## src/rtl/ascon_ctrl_pkg.sv

```systemverilog
// Shared types for the digit-serial ASCON permutation controller: the FSM state
// enum, the per-phase select/enable patterns and the round-constant function.
package ascon_ctrl_pkg;

  typedef enum logic [3:0] {
    ST_IDLE,
    ST_LOAD,
    ST_ADDC,
    ST_SBOX,
    ST_X0,
    ST_X1,
    ST_X2,
    ST_X3A,
    ST_X3B,
    ST_X4,
    ST_FIN,
    ST_DONE
  } state_t;

  localparam logic [1:0] SEL_LOAD = 2'b00;
  localparam logic [1:0] SEL_ADDC = 2'b01;
  localparam logic [1:0] SEL_SBOX = 2'b11;
  localparam logic [1:0] SEL_LIN  = 2'b10;

  // Word enables are ordered bit4=x0 .. bit0=x4.
  localparam logic [4:0] EN_ALL = 5'b11111;
  localparam logic [4:0] EN_X0  = 5'b10000;
  localparam logic [4:0] EN_X1  = 5'b11000;
  localparam logic [4:0] EN_X2  = 5'b01100;
  localparam logic [4:0] EN_X3  = 5'b00110;
  localparam logic [4:0] EN_X4  = 5'b00011;
  localparam logic [4:0] EN_FIN = 5'b00001;

  localparam logic [2:0] TS_X0  = 3'b000;
  localparam logic [2:0] TS_X1  = 3'b001;
  localparam logic [2:0] TS_X2  = 3'b011;
  localparam logic [2:0] TS_X3A = 3'b010;
  localparam logic [2:0] TS_X3B = 3'b110;
  localparam logic [2:0] TS_X4  = 3'b111;
  localparam logic [2:0] TS_FIN = 3'b101;

  // ASCON round constant for absolute round index i: high nibble 0xF-i, low nibble i.
  function automatic logic [7:0] rc(input logic [3:0] i);
    return {4'hF - i, i};
  endfunction

endpackage

```

## src/rtl/ascon_beat_counter.sv

```systemverilog
// Up-counter with synchronous clear (priority over increment) and a compare
// against a caller-supplied terminal value; used for both beats and rounds.
module ascon_beat_counter #(
  parameter int W = 6
) (
  input  logic         clk,
  input  logic         rst,
  input  logic         clear,
  input  logic         inc,
  input  logic [W-1:0] last,
  output logic [W-1:0] count,
  output logic         is_last
);

  always_ff @(posedge clk) begin
    if (!rst) begin
      count <= '0;
    end else if (clear) begin
      count <= '0;
    end else if (inc) begin
      count <= count + 1'b1;
    end
  end

  assign is_last = (count == last);

endmodule

```

## src/rtl/ascon_perm_ctrl_ds.sv

```systemverilog
// Digit-serial ASCON permutation controller: phase FSM plus Moore output decode.
// Optional stall input enabled by defining ASCON_PERM_STALL_EN.
module ascon_perm_ctrl_ds
  import ascon_ctrl_pkg::*;
#(
  parameter int DW         = 1,
  parameter int ROUNDS_MAX = 12
) (
  input  logic          clk,
  input  logic          rst,
  input  logic          start_permutation,
  input  logic [3:0]    rounds,
`ifdef ASCON_PERM_STALL_EN
  input  logic          stall,
`endif
  output logic [1:0]    state_sel,
  output logic [4:0]    enable,
  output logic          temp_enable,
  output logic [2:0]    temp_sel,
  output logic          const_add,
  output logic [DW-1:0] const_slice,
  output logic          busy,
  output logic          done
);

  localparam int BEATS = 64 / DW;
  localparam int CB    = 8 / DW;
  localparam int BW    = $clog2(BEATS);

  state_t        state, state_nxt;
  logic [3:0]    r_lat;
  logic [BW-1:0] beat_cnt, phase_last;
  logic          beat_last;
  logic [3:0]    rcnt;
  logic          rnd_last;
  logic          run_state;
  logic          hold;
  logic          advance;
  logic          phase_end;
  logic          accept;
  logic [3:0]    rc_idx;
  logic [7:0]    rc_bits;

  assign run_state = (state != ST_IDLE) && (state != ST_DONE);
`ifdef ASCON_PERM_STALL_EN
  assign hold = stall && run_state;
`else
  assign hold = 1'b0;
`endif
  assign advance   = run_state && !hold;
  assign phase_end = advance && beat_last;
  assign accept    = (state == ST_IDLE) && start_permutation;

  always_comb begin
    phase_last = BW'(BEATS - 1);
    case (state)
      ST_LOAD, ST_X3A: phase_last = BW'(BEATS - CB - 1);
      ST_ADDC, ST_X3B: phase_last = BW'(CB - 1);
      ST_IDLE, ST_DONE: phase_last = '0;
      default: phase_last = BW'(BEATS - 1);
    endcase
  end

  ascon_beat_counter #(.W(BW)) u_beat (
    .clk     (clk),
    .rst     (rst),
    .clear   (phase_end),
    .inc     (advance),
    .last    (phase_last),
    .count   (beat_cnt),
    .is_last (beat_last)
  );

  ascon_beat_counter #(.W(4)) u_round (
    .clk     (clk),
    .rst     (rst),
    .clear   (state == ST_IDLE),
    .inc     ((state == ST_FIN) && phase_end && !rnd_last),
    .last    (r_lat - 4'd1),
    .count   (rcnt),
    .is_last (rnd_last)
  );

  always_ff @(posedge clk) begin
    if (!rst) begin
      state <= ST_IDLE;
      r_lat <= '0;
    end else begin
      state <= state_nxt;
      if (accept) begin
        r_lat <= ((rounds == 4'd0) || (int'(rounds) > ROUNDS_MAX)) ? 4'(ROUNDS_MAX) : rounds;
      end
    end
  end

  // X3B pre-loads the constant of the following round, ADDC that of round 0.
  assign rc_idx  = 4'(ROUNDS_MAX) - r_lat + ((state == ST_X3B) ? rcnt + 4'd1 : rcnt);
  assign rc_bits = rc(rc_idx);

  always_comb begin
    state_nxt   = state;
    state_sel   = SEL_LOAD;
    enable      = '0;
    temp_enable = 1'b0;
    temp_sel    = '0;
    const_add   = 1'b0;
    const_slice = '0;
    busy        = run_state;
    done        = 1'b0;
    case (state)
      ST_IDLE: if (start_permutation) state_nxt = ST_LOAD;
      ST_LOAD: begin
        enable = EN_ALL;
        if (phase_end) state_nxt = ST_ADDC;
      end
      ST_ADDC: begin
        state_sel = SEL_ADDC; enable = EN_ALL; const_add = 1'b1;
        if (phase_end) state_nxt = ST_SBOX;
      end
      ST_SBOX: begin
        state_sel = SEL_SBOX; enable = EN_ALL;
        if (phase_end) state_nxt = ST_X0;
      end
      ST_X0: begin
        state_sel = SEL_LIN; enable = EN_X0; temp_sel = TS_X0; temp_enable = 1'b1;
        if (phase_end) state_nxt = ST_X1;
      end
      ST_X1: begin
        state_sel = SEL_LIN; enable = EN_X1; temp_sel = TS_X1; temp_enable = 1'b1;
        if (phase_end) state_nxt = ST_X2;
      end
      ST_X2: begin
        state_sel = SEL_LIN; enable = EN_X2; temp_sel = TS_X2; temp_enable = 1'b1;
        if (phase_end) state_nxt = ST_X3A;
      end
      ST_X3A: begin
        state_sel = SEL_LIN; enable = EN_X3; temp_sel = TS_X3A; temp_enable = 1'b1;
        if (phase_end) state_nxt = ST_X3B;
      end
      ST_X3B: begin
        state_sel = SEL_LIN; enable = EN_X3; temp_sel = TS_X3B; temp_enable = 1'b1;
        const_add = !rnd_last;
        if (phase_end) state_nxt = ST_X4;
      end
      ST_X4: begin
        state_sel = SEL_LIN; enable = EN_X4; temp_sel = TS_X4; temp_enable = 1'b1;
        if (phase_end) state_nxt = ST_FIN;
      end
      ST_FIN: begin
        state_sel = SEL_LIN; enable = EN_FIN; temp_sel = TS_FIN; temp_enable = 1'b1;
        if (phase_end) state_nxt = rnd_last ? ST_DONE : ST_SBOX;
      end
      ST_DONE: begin
        done      = 1'b1;
        state_nxt = ST_IDLE;
      end
      default: state_nxt = ST_IDLE;
    endcase
    if (hold) begin
      enable      = '0;
      temp_enable = 1'b0;
      const_add   = 1'b0;
    end
    if (const_add) const_slice = DW'(rc_bits >> (int'(beat_cnt) * DW));
  end

endmodule

```

## config.mk

```make
export PLATFORM = sky130hd
export DESIGN_NAME = ascon_perm_ctrl_ds
export DESIGN_NICKNAME = d
export VERILOG_FILES = /design/src/rtl/ascon_ctrl_pkg.sv /design/src/rtl/ascon_beat_counter.sv /design/src/rtl/ascon_perm_ctrl_ds.sv
export SDC_FILE = /design/constraint.sdc
export NUM_CORES = 1
export LEC_CHECK = 0
export ABC_AREA = 1
export CAP_MARGIN = 30
export CORE_ASPECT_RATIO = 1.4
export CORE_UTILIZATION = 51
export DETAILED_ROUTE_END_ITERATION = 7
export HOLD_SLACK_MARGIN = 0.03
export PLACE_DENSITY = 0.78
export SYNTH_ARGS = -nofsm -noshare
export SYNTH_HDL_FRONTEND = slang
export SYNTH_SLANG_ARGS = --single-unit
export TNS_END_PERCENT = 1
```

## constraint.sdc

```tcl
create_clock -name clk -period 3.35 [get_ports clk]
set_input_delay 0.335 -clock clk [delete_from_list [all_inputs] [get_ports clk]]
set_output_delay 0.335 -clock clk [all_outputs]
set_load 0.01 [all_outputs]
```

### After elaboration in Yosys (flattened, before gate mapping)

Cells that the tools add are included.

| operators by class | value |
|---|---|
| $add $sub $neg | 6 |
| $lt $le $gt $ge | 1 |
| equal/unequal tests | 25 |
| shifts and indexed selects | 1 |
| mux-type cells | 23 |
| bitwise operators | 1 |
| reductions and logical operators | 19 |

Operators by type and width:

| kind | number |
|---|---|
| $mux W4 | 14 |
| $pmux W4 S11 | 1 |
| $pmux W5 S7 | 1 |
| $ne A2 B2 Y1 const B | 11 |
| $pmux W3 S6 | 1 |
| $pmux W6 S3 | 1 |
| $eq A4 B3 Y1 const B | 4 |
| $eq A4 B4 Y1 const B | 4 |
| $reduce_or A2 Y1 | 6 |
| $reduce_and A11 Y1 | 1 |
| $eq A4 B2 Y1 const B | 2 |
| $logic_not A4 Y1 | 2 |
| $shr A8 B6 Y1 | 1 |
| $sub A4 B4 Y4 const A | 2 |
| $reduce_or A7 Y1 | 1 |
| $add A6 B1 Y6 const B | 1 |
| $eq A6 B6 Y1 | 1 |
| $pmux W2 S3 | 1 |
| $logic_and A1 B1 Y1 | 5 |
| $add A4 B1 Y4 const B | 1 |
| $add A4 B4 Y4 | 1 |
| $eq A4 B1 Y1 const B | 1 |
| $eq A4 B4 Y1 | 1 |
| $gt A4 B4 Y1 const B | 1 |
| 9 further kinds | 11 |

| word-level totals | value |
|---|---|
| bits in registers | 18 |
| input port bits | 7 |
| output and inout bits | 15 |
| word-level logic and storage cells | 80 |

### Logic depth before layout (Yosys ltp)

Gate-level depths: netlist of run 1.

| logic depth | value |
|---|---|
| depth after elaboration | 7 |
| mapped depth | 19 |
| mapped depth without buffers | 19 |

### Modules after synthesis

A second synthesis of run 1 with hierarchy kept.

| unflattened totals | value |
|---|---|
| cell total of the unflattened synthesis | 263 |
| area total of the unflattened synthesis | 1,600.3 um2 |

By module, submodules not included:

| module | instances | cells each | area each (um2) | seq. area each (um2) |
|---|---|---|---|---|
| ascon_perm_ctrl_ds | 1 | 160 | 975.9 | 160.2 |
| ascon_beat_counter (u_beat) | 1 | 68 | 391.6 | 120.1 |
| ascon_beat_counter (u_round) | 1 | 35 | 232.7 | 80.1 |

### Worst setup path after synthesis of run 1

Ideal clock, no wire load.

| timing path | value |
|---|---|
| kind | register to output |
| start | register state[3] |
| end | output const_slice |
| arrival | 2.400 ns |
| data required time | 3.015 ns |
| setup slack | 0.615 ns |
| stages on the path, launching flop included | 19 |
| buffers on the path | 0 |
| path through | dfxtp_1 > inv_2 > nor2_4 > nand2_4 > inv_1 > o21ai_0 > ha_1 > ha_1 > inv_1 > fa_1 > xnor2_1 > nand2_1 > nand2_1 > nand2_1 > nand3_1 > nand2_1 > nand3_1 > nand3_1 > nor2_1 |

| between the ends | value |
|---|---|
| word-level cells in the longest chain between the ends | 6 |
| elaborated cells between the ends (all ways) | 8 |
| those cells by class | add/sub: 2; eq/ne: 2; shift: 1; mux: 3 |

Ends and longest elaborated chain:

| what | line | source |
|---|---|---|
| start: declaration | ascon_perm_ctrl_ds.sv:30 | `state_t state, state_nxt;` |
| start signal: assignment | ascon_perm_ctrl_ds.sv:89 | `state <= state_nxt;` |
| $eq A4 B4 Y1 | ascon_perm_ctrl_ds.sv:97, ascon_perm_ctrl_ds.sv:110 |  |
| $mux W4 | ascon_perm_ctrl_ds.sv:97 | `assign rc_idx = 4'(ROUNDS_MAX) - r_lat + ((state == ST_X3B) ? rcnt + 4'd1 : rcnt);` |
| $add A4 B4 Y4 | ascon_perm_ctrl_ds.sv:97 |  |
| $sub A4 B4 Y4 | ascon_ctrl_pkg.sv:44 | `return {4'hF - i, i};` |
| $shr A8 B6 Y1 | ascon_perm_ctrl_ds.sv:164 | `if (const_add) const_slice = DW'(rc_bits >> (int'(beat_cnt) * DW));` |
| $mux W1 * | ascon_perm_ctrl_ds.sv:164 |  |
| end: declaration | ascon_perm_ctrl_ds.sv:21 | `output logic [DW-1:0] const_slice,` |

Every way passes the cells marked *; elsewhere a longest branch is shown, timed or not.

### Worst setup path in the final report of run 1

| timing path | value |
|---|---|
| start | register u_round.count[0] |
| end | output const_slice |

| between the ends | value |
|---|---|
| word-level cells in the longest chain between the ends | 6 |
| elaborated cells between the ends (all ways) | 9 |
| those cells by class | add/sub: 3; eq/ne: 1; shift: 1; mux: 3; reduce/logical: 1 |

Ends and longest elaborated chain:

| what | line | source |
|---|---|---|
| start: declaration | ascon_beat_counter.sv:11 | `output logic [W-1:0] count,` |
| start signal: assignment | ascon_beat_counter.sv:21 | `count <= count + 1'b1;` |
| $add A4 B1 Y4 | ascon_perm_ctrl_ds.sv:97 |  |
| $mux W4 | ascon_perm_ctrl_ds.sv:97 |  |
| $add A4 B4 Y4 | ascon_perm_ctrl_ds.sv:97 |  |
| $sub A4 B4 Y4 | ascon_ctrl_pkg.sv:44 |  |
| $shr A8 B6 Y1 | ascon_perm_ctrl_ds.sv:164 |  |
| $mux W1 * | ascon_perm_ctrl_ds.sv:164 |  |

Marks and branches as above.

==> results of run 1 <==
[how the worst min path moves through the flow]
stage                          end  slack [ns]  cells past startpoint
after floorplan           r_lat[3]        0.45                      2
after global placement    r_lat[3]        0.48                      2
after detailed placement  r_lat[3]        0.48                      2
after CTS                 r_lat[3]        0.49                      2
after global routing      r_lat[3]        0.53                      2
final                     r_lat[3]        0.49                      2
[layer usage]
| metal | track usage, % | part of all wire (%) |
|---|---|---|
| met2 | 43.2 | 53 |
| met5 | 0 | 0 |
| met3 | 2.93 | 2.0 |
| met1 | 25.2 | 42 |
| met4 | 12.1 | 2.7 |
[worst max-delay path: cells and delay by family (launching register included)]
| family | cells | cell delay (ns) |
|---|---|---|
| DFF | 1 | 0.35 |
| xor gates and xnor gates | 1 | 0.16 |
| AOI/OAI and AO/OA | 1 | 0.08 |
| and+or+nand+nor | 9 | 0.61 |
| buffers and inverters | 2 | 0.19 |
| adders and majority gates | 4 | 1.09 |
[report_power, final]
group / internal (W) / switching (W)
Combinational: 0.000587 / 0.000745
Clock: 0.000105 / 0.0000806
Sequential: 0.000270 / 0.0000532
Total: 0.000961 / 0.000878
[cells by family after synthesis]
family          Yosys count  synth area share, %
flops                    18                 23.2
compound gates           29                 10.9
buf+inv                  44                 10.9
simple gates            135                 43.6
fa+ha+maj                 8                 6.92
xor+xnor                  8                 4.51
[synthesized netlist by cell type, types with 2 or more instances]
master,count
xor2_1,6
ha_1,7
xnor2_1,2
inv_1,39
dfxtp_1,18
nand3_4,4
nand3_1,17
nor3_1,3
a21oi_1,9
o21ai_0,9
nor2_2,5
a211oi_1,4
nand2_2,5
nand2_4,3
nand2_1,62
inv_2,4
nor2_1,28
o211ai_1,2
nand4_1,2
or2_2,2
[stage by stage]
step / cell area, um2 / hold slack, ns
2_1_floorplan: 1550 / 0.454
4_1_cts: 1890 / 0.494
5_1_grt: 1900 / 0.525
3_3_place_gp: 1830 / 0.479
6_report: 1900 / 0.490
3_5_place_dp: 1830 / 0.483
[layout make-up]
| cell class | instances | share of cell area (%) |
|---|---|---|
| multi-input cells | 180 | 54.7 |
| inverters | 43 | 8.49 |
| clock buffers | 4 | 2.89 |
| well taps | 37 | 2.43 |
| repair buffers | 25 | 12.4 |
| flip-flops and latches | 18 | 19.1 |
[registers in the layout (all words and copies together), names as in the netlist]
signal and flops:
r_lat 4, state 4, u_beat.count 6, u_round.count 4
[repair_timing]
item                       in CTS  in global routing
resized for setup               5                  5
buffers inserted                0                  1
hold buffers                    0                  0
setup endpoints to repair       1                  1
pin swaps                       0                  2
==> flow_summary_export.csv, run 1 <==
group,metric,value,unit
worst_setup_path,crit_required,3.01,ns
worst_setup_path,cpPeakStageDelay,0.37,ns
worst_hold_path,hold_path.startpoint,"r_lat[3]",
placed_design,portBuffers,21,
placed_design,dp_cells,302,
sta,finalSetupViolCount,0,
synth,netlist.area_leader.share,23.2,%
worst_setup_path,crit_path_cell_trace,"ha_1 -> nand2_1 -> o21ai_0 -> ha_1 -> ha_1 -> inv_1 -> fa_2 -> xnor2_2 -> nand2_1 -> nand2_1 -> nand2_1 -> nand3_1 -> nand2_1 -> nand3_1 -> nand3_1 -> nor2_1 -> clkbuf_2",
die,core_area,2880,um2
grt,grt_max_degree,11,
placed_design,hpwlAfterDp,2750,um
synth,syn_avg_cell_area,6.42,um2
cells_and_area,layout_commonest_cell,"nand2_1",
worst_setup_path,ff2ff_path_depth,13,
power_and_ir_drop,powerDensity,967,nW/um2
sta,slew_viol_final,0,
sta,hold_viol,0,
cells_and_area,antenna_cells,0,
synth,synth_ff_type,"dfxtp_1",
sta,clock_skew,0.00543,ns
sta,fmax,327,MHz
synth,synth_fp_nets,257,
synth,yosysUniqueCellTypes,31,
sta,min_period_over_period,91.3,%
worst_hold_path,hold_path_class,"flip-flop to flip-flop",
sta,final.min_clock_period,3.06,ns
die,die_w,48.7,um
routing,vias,1561,
cells_and_area,most-common-layout-cells,"62 x nand2_1, 39 x inv_1, 28 x nor2_1",
routing,viasPerCell,5.08,
cells_and_area,multi_input_area,1040,um2
sta,maxSlewHeadroom,76.6,%
die,die-area,3270,um2
routing,wirelength,3470,um
worst_setup_path,worstReg2RegEnd,"u_round.count[2]",
grt,antenna_found_initial,0,
synth,yosysSeqAreaShare,23.2,%
die,ios,22,
worst_setup_path,slowest_stage,"fa_2",
worst_setup_path,worstSetupEndpoint,"const_slice",
cells_and_area,sequential_cell_area,364,um2
power_and_ir_drop,ir_drop,0.579,mV
power_and_ir_drop,power,0.00184,W
worst_setup_path,critPathKind,"flip-flop to output pin",
synth,syn_inst,242,
worst_setup_path,r2r_setup_slack,1.51,ns
grt,grt_pass1_vias,1453,
placed_design,pre_cts_ws,0.0831,ns
synth,synth-async-reset-ratio,0,%
synth,synth_top_area_cell,"dfxtp_1",
cells_and_area,layout-drive-gt1-share,14.8,%
clocking,clkSlewWorstSetupHoldPaths,0.08,ns
sta,rsz0062_at_grt,"false",
worst_setup_path,critPathArrivalTime,2.72,ns
job,cap_violations,0,
synth,synthTopCellsByArea,"dfxtp_1 23%, nand2_1 15%, inv_1 9.4%",
worst_setup_path,worst-path-max-fanout,5,
routing,post-route-drc-count,0,
power_and_ir_drop,leakagePower,0.929,nW
routing,drtAntennaViolNets,0,
synth,ys_warn_count,0,
routing,first_iter_violations,47,
worst_setup_path,worstSetupStartpointType,"flip-flop",
die,chipHeight,67.3,um
cells_and_area,areaGrowthSynthToFinish,22.4,%
synth,ys_ff_latch,18,
die,start_util,54.0,%
clocking,clkLatencyLatePin,0.26,ns
clocking,numCtsBuffers,3,
clocking,clk_path_buf_depth,2,
placed_design,gp_congestion,0.936,
clocking,cts_root_buf,"clkbuf_8",
clocking,cts_tree,"yes",
grt,grt-ovfl-total,0,
synth,syn-cell-area,1550,um2
sta,worst_pin_slew,0.347,ns
die,row_count,23,
clocking,clock_sinks,18,
cells_and_area,nets,286,
grt,grt_usage,23.0,%
worst_setup_path,worst_path_most_repeated_cell,"nand2_1",
cells_and_area,fin_cells,307,
cells_and_area,fillCellCount,274,
run_status,status,"finished, final reports clean",
worst_setup_path,cp-startpoint,"u_round.count[0]",
cells_and_area,final_util,66.1,%
sta,fin_tns_setup,0,ns
sta,timing.final.ws_setup,0.292,ns
worst_setup_path,rr_startpoint,"r_lat[0]",
clocking,htreeDepth,1,
routing,firstDrtPassIters,4,
worst_setup_path,end_kind,"output pin",
grt,grt_pass1_wl,5930,um
synth,synth-edff-count,0,
routing,wire_per_inst,11.3,um
No activity file was read; power rests on OpenSTA's default activity.
==> run 2: changes to the inputs <==
CTS_BUF_LIST = sky130_fd_sc_hd__clkbuf_8   (was default)
CTS_CLUSTER_DIAMETER = 40   (was default)
==> results of run 2 <==
Same layout as run 1: the final DEF is identical, and so are final timing and power.
